===== config.mk =====
export PLATFORM = sky130hd
export DESIGN_NAME = rxc
export DESIGN_NICKNAME = d
export VERILOG_FILES = /design/src/rtl/rxc.sv
export SDC_FILE = /design/constraint.sdc
export NUM_CORES = 1
export LEC_CHECK = 0
export BUFFER_PORTS_ARGS = -buffer_cell sky130_fd_sc_hd__buf_4
export CAP_MARGIN = 20
export CORE_AREA = 2 2 173 175
export DETAILED_ROUTE_END_ITERATION = 10
export DIE_AREA = 0 0 175 177
export PLACE_DENSITY = 0.74
export SLEW_MARGIN = 20
export SYNTH_ARGS = -nofsm -noshare
export SYNTH_HDL_FRONTEND = slang
export SYNTH_SLANG_ARGS = --single-unit

===== constraint.sdc =====
create_clock -name clk -period 6.8 [get_ports clk]
set_clock_uncertainty 0.2 [all_clocks]
set_input_delay 1.02 -clock clk [delete_from_list [all_inputs] [get_ports clk]]
set_output_delay 1.02 -clock clk [all_outputs]
set_load 0.01 [all_outputs]

===== src/rtl/rxc.sv =====
// rxc - receive-side controller for the alink block.
// Picks a PHY with a frame ready (round-robin over the enabled PHYs) and moves
// that frame word by word into the rx FIFO. A per-frame stall timeout aborts
// transfers from PHYs that stop delivering; aborts are counted.
// Optional feature macro: ALINK_RX_HDR_EN - when defined, a header word
// {8'hA5, 3'b0, phy_index[4:0], FRM_WORDS[15:0]} is written before each frame.
`ifndef PHY_NUM
`define PHY_NUM 10
`endif

module rxc #(
    parameter int PHY_NUM   = `PHY_NUM,
    parameter int FRM_WORDS = 8
) (
    input  logic                  clk,
    input  logic                  rst,
    input  logic                  reg_flush,
    input  logic [PHY_NUM-1:0]    reg_mask,
    input  logic [31:0]           reg_rx_tout,
    input  logic [PHY_NUM-1:0]    rx_phy_vld,
    input  logic [32*PHY_NUM-1:0] rx_phy_dat,
    output logic [PHY_NUM-1:0]    rx_phy_ack,
    input  logic                  rx_fifo_full,
    output logic                  rx_fifo_wr,
    output logic [31:0]           rx_fifo_din,
    output logic [PHY_NUM-1:0]    rx_phy_sel,
    output logic [1:0]            cur_state,
    output logic                  rx_frm_done,
    output logic                  rx_err,
    output logic [15:0]           rx_err_cnt,
    output logic                  reg_busy
);

    localparam int          IDX_W   = 5;
    localparam logic [15:0] FRM_W16 = 16'(FRM_WORDS);

    typedef enum logic [1:0] {
        IDLE = 2'b00,
        HDR  = 2'b01,
        RECV = 2'b10
    } state_t;

    state_t             state;
    logic [IDX_W-1:0]   sel_idx;
    logic [IDX_W-1:0]   rr_ptr;
    logic [15:0]        word_cnt;
    logic [31:0]        stall_cnt;

    logic [PHY_NUM-1:0] eligible;
    logic               win_found;
    logic [IDX_W-1:0]   win_idx;
    logic [PHY_NUM-1:0] win_onehot;
    logic               sel_vld;
    logic [31:0]        sel_dat;
    logic [31:0]        hdr_word;
    logic               xfer;
    logic               hdr_wr;
    logic [31:0]        stall_inc;

    // Saturating increment so a very long stall never wraps back to zero.
    function automatic logic [31:0] sat_inc32(input logic [31:0] v);
        return (v == 32'hFFFF_FFFF) ? v : v + 32'd1;
    endfunction

    function automatic logic [15:0] sat_inc16(input logic [15:0] v);
        return (v == 16'hFFFF) ? v : v + 16'd1;
    endfunction

    assign eligible = rx_phy_vld & reg_mask;

    // Round-robin search starting one past the last PHY that completed a frame.
    always_comb begin
        win_found  = 1'b0;
        win_idx    = '0;
        win_onehot = '0;
        for (int k = 1; k <= PHY_NUM; k++) begin
            for (int i = 0; i < PHY_NUM; i++) begin
                if (!win_found && eligible[i] &&
                    (i == ((int'(rr_ptr) + k >= PHY_NUM) ? int'(rr_ptr) + k - PHY_NUM
                                                          : int'(rr_ptr) + k))) begin
                    win_found     = 1'b1;
                    win_idx       = IDX_W'(i);
                    win_onehot[i] = 1'b1;
                end
            end
        end
    end

    // Valid and data of the PHY currently being served, muxed by the one-hot select.
    always_comb begin
        sel_dat = '0;
        for (int i = 0; i < PHY_NUM; i++) begin
            if (rx_phy_sel[i]) begin
                sel_dat = sel_dat | rx_phy_dat[i*32 +: 32];
            end
        end
    end

    assign sel_vld   = |(rx_phy_vld & rx_phy_sel);
    assign hdr_word  = {8'hA5, 3'b000, sel_idx, FRM_W16};
    assign stall_inc = sat_inc32(stall_cnt);

    // A flush cycle never moves data, so the partial frame stops cleanly.
    assign xfer   = (state == RECV) && sel_vld && !rx_fifo_full && !reg_flush;
    assign hdr_wr = (state == HDR) && !rx_fifo_full && !reg_flush;

    assign rx_phy_ack  = xfer ? rx_phy_sel : '0;
    assign rx_fifo_wr  = xfer || hdr_wr;
    assign rx_fifo_din = (state == HDR) ? hdr_word : sel_dat;
    assign cur_state   = state;
    assign reg_busy    = (state != IDLE);

    // Frame control: selection, header, word transfer, completion, timeout and flush.
    always_ff @(posedge clk) begin
        if (rst) begin
            state       <= IDLE;
            rx_phy_sel  <= '0;
            sel_idx     <= '0;
            rr_ptr      <= IDX_W'(PHY_NUM - 1);
            word_cnt    <= '0;
            stall_cnt   <= '0;
            rx_frm_done <= 1'b0;
            rx_err      <= 1'b0;
            rx_err_cnt  <= '0;
        end else begin
            rx_frm_done <= 1'b0;
            rx_err      <= 1'b0;
            if (reg_flush) begin
                state      <= IDLE;
                rx_phy_sel <= '0;
            end else begin
                case (state)
                    IDLE: begin
                        if (win_found) begin
                            rx_phy_sel <= win_onehot;
                            sel_idx    <= win_idx;
                            word_cnt   <= '0;
                            stall_cnt  <= '0;
`ifdef ALINK_RX_HDR_EN
                            state      <= HDR;
`else
                            state      <= RECV;
`endif
                        end
                    end
                    HDR: begin
                        if (!rx_fifo_full) begin
                            state <= RECV;
                        end
                    end
                    RECV: begin
                        if (xfer) begin
                            stall_cnt <= '0;
                            word_cnt  <= word_cnt + 16'd1;
                            if (word_cnt == FRM_W16 - 16'd1) begin
                                state       <= IDLE;
                                rx_phy_sel  <= '0;
                                rx_frm_done <= 1'b1;
                                rr_ptr      <= sel_idx;
                            end
                        end else begin
                            stall_cnt <= stall_inc;
                            if ((reg_rx_tout != 32'd0) && (stall_inc >= reg_rx_tout)) begin
                                state      <= IDLE;
                                rx_phy_sel <= '0;
                                rx_err     <= 1'b1;
                                rx_err_cnt <= sat_inc16(rx_err_cnt);
                            end
                        end
                    end
                    default: begin
                        state      <= IDLE;
                        rx_phy_sel <= '0;
                    end
                endcase
            end
        end
    end

endmodule


* Yosys cells after proc, flatten, opt, wreduce, memory -nomap -nowiden *
Index checks and enable logic that the tools add are counted.

cells by class
  add/subtract/negate cells = 23
  $lt $le $gt $ge = 11
  equality and inequality tests = 100
  muxes and demuxes = 340
  bitwise operators = 16
  reductions and logical operators = 332

operator list
  operator               count
  $eq 4x32->1 const A    40
  $mux 32                24
  $eq 3x32->1 const A    20
  $eq 5x32->1 const A    20
  $mux 5                 98
  $eq 2x32->1 const A    10
  $ge 32x5->1 const B    10
  $logic_not 32->1       10
  $sub 32x5->32 const B  10
  $or 32x32->32          9
  $logic_and 1x1->1      205
  $mux 1                 202
  $logic_not 1->1        101
  $pmux 32 s2            1
  $mux 10                5
  $add 16x1->16 const B  2
  $add 32x1->32 const B  1
  $eq 32x32->1 const B   1
  $ge 32x32->1           1
  $mux 16                2
  $pmux 16 s2            1
  $reduce_bool 32->1     1
  $pmux 10 s3            1
  $add 5x3->6 const B    4
  other kinds (22)       43

word-level totals
  flip-flop bits (word level) = 88
  bits of input ports = 376
  output and inout port bits = 74
  word-level logic and storage cells = 831

* Logic depth before layout (Yosys ltp) *
Gate-level depths: netlist (run 1).

  depth in word-level cells = 404
  mapped depth = 25
  depth with buffers taken out = 21

* Least setup slack after synthesis (run 1) *
OpenSTA, ideal clock, no wires.

  path kind = register -> register
  start point = reg stall_cnt[16]
  end point = reg rx_phy_sel[3]
  library setup time = 0.058 ns
  arrival = 5.634 ns
  data required time = 6.542 ns
  slack = 0.908 ns
  cell stages (with the launch flop) = 23
  path buffers = 2
  period minus slack after synthesis = 5.892 ns
  cells stage by stage = dfxtp_1 > clkbuf_1 > nand4_1 > or4_1 > or4_1 > clkbuf_1 > and3_1 > nor2b_1 > nand2_1 > nor2_1 > nand3_1 > xnor2_1 > ha_1 > a21o_1 > a21o_1 > a21o_1 > a21o_1 > a21o_1 > a221o_1 > a221oi_1 > o21ai_0 > a211oi_4 > a2bb2o_2

on the way
  longest elaborated chain between the ends = 6
  elaborated cells on any way between the ends = 7
  classes of those cells = 1 x add/sub; 1 x order compare; 2 x eq/ne; 1 x mux; 2 x reduce/logical

ends and longest elaborated chain
  element                                        RTL line  text
  start: declaration                             47        logic [31:0] stall_cnt;
  start signal: assignment                       162       stall_cnt <= stall_inc;
  $add 32x1->32 or $eq 32x32->1 (tied branches)  62        return (v == 32'hFFFF_FFFF) ? v : v + 32'd1;
  $mux 32 *                                      62
  $ge 32x32->1 *                                 163       if ((reg_rx_tout != 32'd0) && (stall_inc >= reg_rx_tout)) begin
  $logic_and 1x1->1 *                            163
  $ne 3x2->1 (no source line) *                  -
  $reduce_and 4->1 (no source line) *            -
  end signal: assignment                         135       rx_phy_sel <= win_onehot;
  end: declaration                               26        output logic [PHY_NUM-1:0] rx_phy_sel,

Every way passes the cells marked *; elsewhere a longest branch is shown, timed or not.
A chain may end at the register's enable or synchronous reset.

* Worst setup path after layout (run 1) *
  start point = reg stall_cnt[16]
  end point = reg rx_phy_sel[4]

Same word-level chain as after synthesis.

==> impl_metrics.ini, run 1 <==
[run_status]
status = finished, final reports clean

[timing]
rsz0062_at_grt = no
finalCritPeriodShare_pct = 89.5
finalSetupViolCount = 0
tns_ns = 0
hold_violations = 0
fin_ws_ns = 0.714
slew_viol_final = 0
slew_headroom_pct = 23.9
period_minus_slack_ns = 6.09
worstMarginPinSlew_ns = 1.13
fmax_mhz = 164

[finish]
drive_above_1_share_pct = 31.8
fillers = 2827
area_delta_synth_final_pct = 39.7
final_net_count = 2554
stdcell_count = 2515

[clock_tree]
cts_root_buffer = clkbuf_16
post_cts_buffers = 0
clock_path_buffers = 2
ctsHtreeMaxLevel = 3
clk_latency_ns = 0.35
ctsResizeCount = 0
tritoncts = done
path_clk_slew_ns = 0.07
cts_made_buffers = 9
postCtsHoldBufs = 0
clock-sinks = 85

[critical_path]
crit_required_ns = 6.87
cp_cell_sequence = nand4_1, or4_1, or4_1, and3_1, nor2b_1, nand2_1, nor2_1, nand3_1, xnor2_1, ha_1, a21o_1, a21o_1, a21o_1, a21o_1, a21o_1, a221o_1, a221oi_2, o21ai_0, a211oi_4, buf_4, o2bb2ai_1
critPathMaxFanout = 10
max_stage_delay_ns = 0.68
cp_data_arrival_time_ns = 6.15
critPathKind = register to register
crit_top_cell = a21o_1
start_kind = register
slowest_stage = or4_1
cp-end-kind = register
reg2reg_depth = 21

[power_and_ir_drop]
p_sw_mw = 0.476
power.leakage_nw = 7.35
p_per_area_nw_per_um2 = 88.5
swShare_pct = 32.5
p_clk_share_pct = 33.7
p_int_mw = 0.990
peakVddDrop_mv = 0.119
seqPwrFrac_pct = 34.5
combPwrFrac_pct = 31.8

[routing]
via_count = 16400
wirelength_mm = 72.0
wire_per_inst_um = 28.6
vias_per_cell = 6.51
drt-pass1-iter-count = 6
drc = 0
drtIter0Drc = 1931
ant_nets = 0

[synthesis]
syn_area_um2 = 11900
synth_commonest_cells = nor2_1 (148), a22oi_1 (109), nand2_1 (108)
synth_edf_count = 0
async_flop_share_pct = 0
synth_seq_cells = 85
synthTopCellsByArea = dfxtp_1 (14%), ha_1 (7.1%), a22oi_1 (6.9%)
yosysSeqAreaShare_pct = 14.3
syn_inst = 1634
yosysWarnings = 0
synth.avg_cell_area_um2 = 7.26
ys_types = 118
synth_top_cell_by_area = dfxtp_1
syn_nets = 2078
ys.flop_type = dfxtp_1
netlist.area_leader.share_pct = 14.3
yosysMostFrequentCell = nor2_1

[floorplanning]
die-area_um2 = 31000
die_x_um = 175
row_count = 63
die_h_um = 177
core_um2 = 29200
io_pins = 450
initial_core_util_pct = 40.6

[place]
dp_hpwl_mm = 59.7
pre_cts_ws_ns = 0.820
routabilityCongestion = 1.10
placed_cells = 2489
port_buffers = 448

[worst_hold_path]
whs_path_depth = 2
hp-class = register to register

[global_route]
grt_pass1_vias = 15200
antenna_found_initial = 8
grt_util_all_layers_pct = 44.6
grt_max_degree = 62
grt_pass1_wl_mm = 101
overflow = 0

[job]
max_cap_viol_count = 0
## worst paths after layout
| path | slack, ns | start | endpoint |
|---|---|---|---|
| setup / recovery | 0.71 | stall_cnt[16] | rx_phy_sel[4] |
| hold reg to reg | 0.28 | word_cnt[15] | word_cnt[15] |
| setup reg to reg | 0.71 | stall_cnt[16] | rx_phy_sel[4] |
| hold / removal | 0.28 | word_cnt[15] | word_cnt[15] |
## layer usage
layer,track usage (%),vias up,wire (um)
met5,0,-,23
li1,-,7312,-
met4,41.6,4,7890
met2,67.8,1051,31200
met1,51.6,7716,26100
met3,10.8,283,6720
## cell families after synthesis
logic type,after synthesis,synth area share [%]
buffers and inverters,192,6.94
other,1,0.0316
xor gates and xnor gates,73,5.64
and+or+nand+nor,644,28.9
adders and majority gates,68,7.24
DFF,85,14.3
muxes,13,1.13
AOI/OAI and AO/OA,558,35.7
## placed cells by master, fill, tap and decap left out, types with 64 or more instances in the layout
cell and count:
a21oi_1 69, a22oi_1 109, buf_4 580, dfxtp_1 74, ha_1 67, inv_1 69
nand2_1 108, nand3_1 64, nand4_1 73, nor2_1 148
## area by class of cell
| class | instances | area (um2) | area share, % |
|---|---|---|---|
| diodes | 10 | 25.0 | 0.151 |
| clock buffers | 9 | 225 | 1.36 |
| repair buffers | 583 | 4410 | 26.6 |
| inverters | 74 | 278 | 1.68 |
| multi-input cells | 1357 | 9340 | 56.4 |
| flip-flops and latches | 85 | 1720 | 10.4 |
| clock inverters | 7 | 76.3 | 0.461 |
| well taps | 390 | 488 | 2.95 |
## through the flow
stage               area (um2)  hold slack (ns)  util (%)  total power [mW]
finish                   16600            0.284      56.6              1.47
global route             16500            0.318      56.6              1.51
CTS                      16500            0.288      56.6              1.45
detailed placement       16200            0.278      55.5             0.968
global placement         16200            0.267      55.5             0.966
floorplan                11900            0.249         -             0.647
## critical path: cells and delay by family (launching register included)
family	cells	cell delay [ns]
AND/OR/NAND/NOR	8	2.39
XOR/XNOR	1	0.14
flip-flops	1	0.46
buffers and inverters	1	0.21
AO/OA/AOI/OAI	10	2.34
adder cells (fa/ha/maj)	1	0.26
## power groups by stage
stage	Clock [mW]	Sequential, mW	Combinational [mW]
6_report	0.494	0.505	0.467
3_3_place_gp	0	0.517	0.450
5_1_grt	0.520	0.506	0.481
3_5_place_dp	0	0.517	0.451
2_1_floorplan	0	0.516	0.131
4_1_cts	0.496	0.505	0.453
## sequential cells by signal, summed over array words and instances (netlist names)
register     count
cur_state        1
rx_err           1
rx_frm_done      1
word_cnt        16
rx_err_cnt      16
sel_idx          4
rr_ptr           4
rx_phy_sel      10
stall_cnt       32
No activity file was read; power rests on OpenSTA's default activity.
==> run 2, diff against run 1 <==
Settings changed: ABC_AREA set to 1, PLACE_DENSITY 0.74 to 0.77.
==> run 2 against run 1 <==
Net effect:
- the run now ends with negative setup slack left
- largest cell class unchanged
- synthesized cell count is 25% higher
- critical endpoint is now word_cnt[1]
- routed wire length shrank 2.2%
- die area unchanged
- via count increased by 11%
- combinational power grew 30%
- critical path type unchanged
==> impl_metrics.ini, run 2 <==
[worst_hold_path]
hp-class = register to register
min_from = sel_idx[2]

[finish]
largest_register_ffs = 32
area_delta_synth_final_pct = 48.8
fillers = 2700
layout_commonest_cell = buf_4
final_util_pct = 63.8
final_net_count = 3147
top_regs = stall_cnt: 32 flops, rx_err_cnt: 16 flops, word_cnt: 16 flops
final_area_um2 = 18700
stdcell_count = 3104
final_cell_mix = buf_4 (718), nand2_1 (345), inv_1 (317)
drive_above_1_share_pct = 33.5
top_register = stall_cnt

[synthesis]
synthTopCellsByArea = dfxtp_1 (14%), nand2_1 (11%), inv_1 (9.6%)
yosysSeqAreaShare_pct = 13.6
ys.flop_type = dfxtp_1
synth_seq_cells = 85
syn_nets = 2490
synth_edf_count = 0
syn_area_um2 = 12500
yosysWarnings = 0
async_flop_share_pct = 0
synth_commonest_cells = nand2_1 (352), inv_1 (319), nor2_1 (275)
netlist.area_leader.share_pct = 13.6
synth_top_cell_by_area = dfxtp_1
syn_inst = 2046
yosysMostFrequentCell = nand2_1
synth.avg_cell_area_um2 = 6.13
ys_types = 67

[timing]
rsz0062_at_grt = yes
hold_violations = 0
tns_ns = -102.60
fin_ws_ns = -1.68
worstMarginPinSlew_ns = 1.25
finalSetupViolCount = 63
period_minus_slack_ns = 8.48
finalCritPeriodShare_pct = 125
slew_headroom_pct = 16.8
fmax_mhz = 118
slew_viol_final = 0

[floorplanning]
die_h_um = 177
initial_core_util_pct = 42.9
io_pins = 450
row_count = 63
die_x_um = 175
core_um2 = 29200
die-area_um2 = 31000

[critical_path]
cp-end-kind = register
critPathMaxFanout = 8
cpLargestDelayFamily = simple AND/OR/NAND/NOR gates
cp_data_arrival_time_ns = 8.57
max_stage_delay_ns = 0.37
startpoint = rr_ptr[2]
crit_required_ns = 6.88
start_kind = register
critPathKind = register to register
crit_top_cell = nor2_4
slowest_stage = dfxtp_4
path_buf_inv = 6
r2r-start = rr_ptr[2]

[place]
placed_area_um2 = 17800
dp_hpwl_mm = 56.7
placed_cells = 3059
pre_cts_ws_ns = -1.70
routabilityCongestion = 1.06
port_buffers = 448

[run_status]
status = complete, but fails checks
violations = negative setup slack

[routing]
wirelength_mm = 70.4
drc = 0
via_count = 18100
wire_per_inst_um = 22.7
vias_per_cell = 5.83
ant_nets = 0
drtIter0Drc = 2153
drt-pass1-iter-count = 5

[clock_tree]
clk_latency_ns = 0.35
clock_path_buffers = 2
clock-sinks = 85
cts_root_buffer = clkbuf_16
ctsHtreeMaxLevel = 3
cts_made_buffers = 9
path_clk_slew_ns = 0.07
tritoncts = done

[global_route]
overflow = 0
grt_max_degree = 42
grt_util_all_layers_pct = 43.0
grt_pass1_vias = 16700
antenna_found_initial = 6
grt_pass1_wl_mm = 101

[power_and_ir_drop]
p_per_area_nw_per_um2 = 91.2
peakVddDrop_mv = 0.105
power.leakage_nw = 8.92

[job]
max_cap_viol_count = 0
run 2: kinds of logic after synthesis:
group / synth area share (%)
other: 0.0299
and+or+nand+nor: 43.6
DFF: 13.6
xor gates and xnor gates: 3.56
buffers and inverters: 15.0
adders and majority gates: 6.85
AOI/OAI and AO/OA: 17.4
run 2: per-layer routing:
layer | global-route usage [%] | part of all wire, % | up-vias
met1 | 57.5 | 40 | 8353
met5 | 0 | 0 | -
met2 | 62.9 | 41 | 1198
li1 | - | - | 8329
met4 | 18.3 | 5.4 | 0
met3 | 14.4 | 14 | 231
run 2: report_power, final:
part,internal [mW],leakage (nW),switching (mW)
clock network,0.330,0.162,0.231
registers,0.513,0.699,0.0191
logic,0.290,8.06,0.318
total,1.13,8.92,0.568
run 2: final cells by class:
type                    instances  area [um2]  area share (%)
inverters                     334        1270            6.81
clock buffers                  10         229            1.23
well taps                     390         488            2.61
multi-input cells            1547        9310            49.9
diodes                          6        15.0          0.0805
clock inverters                 6         100           0.536
flip-flops and latches         85        1730            9.25
repair buffers                726        5520            29.6
run 2: path summary, 6_finish.rpt:
| check | end | cells after the start | slack, ns |
|---|---|---|---|
| setup / recovery | word_cnt[1] | 64 | -1.68 |
| hold / removal | sel_idx[2] | 2 | 0.28 |
| setup reg to reg | word_cnt[1] | 64 | -1.68 |
| hold reg to reg | sel_idx[2] | 2 | 0.28 |
run 2: worst min-delay path, delay by kind of cell, from the launching register on:
| kind | cells | cell delay [ns] |
|---|---|---|
| flops | 1 | 0.33 |
| simple gates | 1 | 0.05 |
| compound gates | 1 | 0.05 |
run 2: what timing repair did:
item,CTS,global route
pin swaps,2,6
endpoints found under the setup margin,63,63
resized for setup,17,53
setup buffers,9,12
hold buffers,0,0
hold endpoints to repair,0,0
cloned,0,1
run 2: stage by stage:
step | hold slack, ns | power, mW
after detailed placement | 0.270 | 1.11
after floorplan | 0.239 | 0.780
after global routing | 0.294 | 1.76
final | 0.277 | 1.70
after global placement | 0.264 | 1.10
after CTS | 0.284 | 1.66
==> run 3, diff against run 2 <==
Settings changed: CORE_AREA 2 2 173 175 to 2 2 177 179, DIE_AREA 0 0 175 177 to 0 0 179 181.
Clock period 6.8 ns to 7.1 ns, I/O delays scaled along.
==> run 3 against run 2 <==
Net effect:
- the flow still finishes with violations (negative setup slack)
- first-iteration DRC count increased by 2.7%
- die area increased by 4.6%
- critical path depth increased by 4
- worst hold slack improved by 0.0096 ns
- final area increased by 3.7%
- flip-flop and latch count unchanged
- core utilization decreased by 0.060 points
- count of clock-buffer cells in the layout unchanged
- critical path type unchanged
- largest power group unchanged
==> impl_metrics.ini, run 3 (same netlist as run 2, synthesis figures left out) <==
[global_route]
grt_util_all_layers_pct = 45.2
antenna_found_initial = 15
grt_pass1_wl_mm = 108
grt_max_degree = 51
grt_pass1_vias = 16900
overflow = 0

[timing]
period_minus_slack_ns = 8.58
slew_headroom_pct = 22.4
finalCritPeriodShare_pct = 121
fin_ws_ns = -1.48
fmax_mhz = 117
holdWs_ns = 0.287
finalSetupViolCount = 63
rsz0062_at_grt = yes
hold_violations = 0
worstMarginPinSlew_ns = 1.16
slew_viol_final = 0

[place]
pre_cts_ws_ns = -1.43
dp_hpwl_mm = 60.4
port_buffers = 448
routabilityCongestion = 1.02
placed_area_um2 = 17600

[power_and_ir_drop]
p_per_area_nw_per_um2 = 87.5
power.leakage_nw = 9.16
p_total_mw = 1.69
peakVddDrop_mv = 0.107

[routing]
wirelength_mm = 78.2
wl_met3_mm = 11.9
drtIter0Drc = 2211
ant_nets = 0
drt-met1-wl_mm = 31.6
wl_met2_mm = 31.8
vias_per_cell = 5.95
wire_per_inst_um = 24.9
via_count = 18700
top_layer = met5
drc = 0
drt-pass1-iter-count = 6

[floorplanning]
initial_core_util_pct = 41.3
io_pins = 450
die_h_um = 181
row_count = 64
core_um2 = 30300
die-area_um2 = 32400
die_x_um = 179

[clock_tree]
clock-sinks = 85
tritoncts = done
clock_path_buffers = 2
ctsHtreeMaxLevel = 3
cts_made_buffers = 9
path_clk_slew_ns = 0.07
clk_latency_ns = 0.37
cts_root_buffer = clkbuf_16

[finish]
drive_above_1_share_pct = 36.4
final_net_count = 3167
top_register = stall_cnt
layout_commonest_cell = buf_4
top_regs = stall_cnt: 32 flops, rx_err_cnt: 16 flops, word_cnt: 16 flops
final_area_um2 = 19300
final_cell_mix = buf_4 (727), nand2_1 (336), inv_1 (316)
area_delta_synth_final_pct = 54.3
final_util_pct = 63.7
largest_register_ffs = 32

[critical_path]
critPathKind = register to register
cp-end-kind = register
critPathMaxFanout = 8
crit_top_cell = nor2_4
start_kind = register
max_stage_delay_ns = 0.41
slowest_stage = dfxtp_4
crit_required_ns = 7.16
cp_data_arrival_time_ns = 8.64

[job]
max_cap_viol_count = 0

[run_status]
status = complete, but fails checks
violations = negative setup slack

[worst_hold_path]
hp-class = register to register
-- run 3: cell types whose count changed in the layout (fill, tap and decap cells not counted), moves of 9 or more --
cell     previous run  this run
a21oi_1            65        48
nor3_1            123       113
nor3_2              0         9
nor2_4             15        32
buf_4             718       727
nor2_1            257       238
nand2_1           345       336
a21oi_2             6        22
-- run 3: metrics by stage --
step / setup TNS (ns) / instances
finish: -88.66 / 3138
global route: -130.67 / 3136
CTS: -69.63 / 3100
detailed placement: -82.98 / 3038
global placement: -65.89 / 3037
floorplan: -69.23 / 2046
-- run 3: what timing repair did --
item	4_1_cts	5_1_grt
gates resized for setup	72	102
hold buffers	0	0
pin swaps	14	21
setup endpoints to repair	63	63
setup buffers	45	17
cloned	1	7
-- run 3: area by class of cell --
type | instances | area [um2]
antenna | 14 | 35.0
clock buffer | 10 | 239
clock inverter | 6 | 75.1
fill | 2786 | 11000
inverter | 334 | 1280
multi-input combinational | 1548 | 9710
sequential | 85 | 1730
tap | 396 | 495
timing repair buffer | 745 | 5780
-- run 3: path summary, 6_finish.rpt --
check                    start            end  slack (ns)  cells past startpoint
setup / recovery     rr_ptr[1]  stall_cnt[18]       -1.48                     68
hold / removal    stall_cnt[2]   stall_cnt[2]        0.29                      2
setup reg to reg     rr_ptr[1]  stall_cnt[18]       -1.48                     68
hold reg to reg   stall_cnt[2]   stall_cnt[2]        0.29                      2
-- run 3: layer usage --
| layer | global-route usage, % | vias to the layer above |
|---|---|---|
| li1 | - | 8392 |
| met1 | 60.8 | 8711 |
| met2 | 63.3 | 1341 |
| met3 | 20.0 | 214 |
| met4 | 15.8 | 4 |
| met5 | 0 | - |
-- run 3: worst max-delay path: cells and delay by family, from the launching register on --
family	cells	cell delay, ns
adders and majority gates	2	0.50
DFF	1	0.41
buffers and inverters	6	0.62
and+or+nand+nor	60	6.72
-- run 3: power breakdown --
group / internal, mW / switching [mW]
clock: 0.290 / 0.230
sequential: 0.491 / 0.0224
combinational: 0.316 / 0.344
total: 1.10 / 0.596
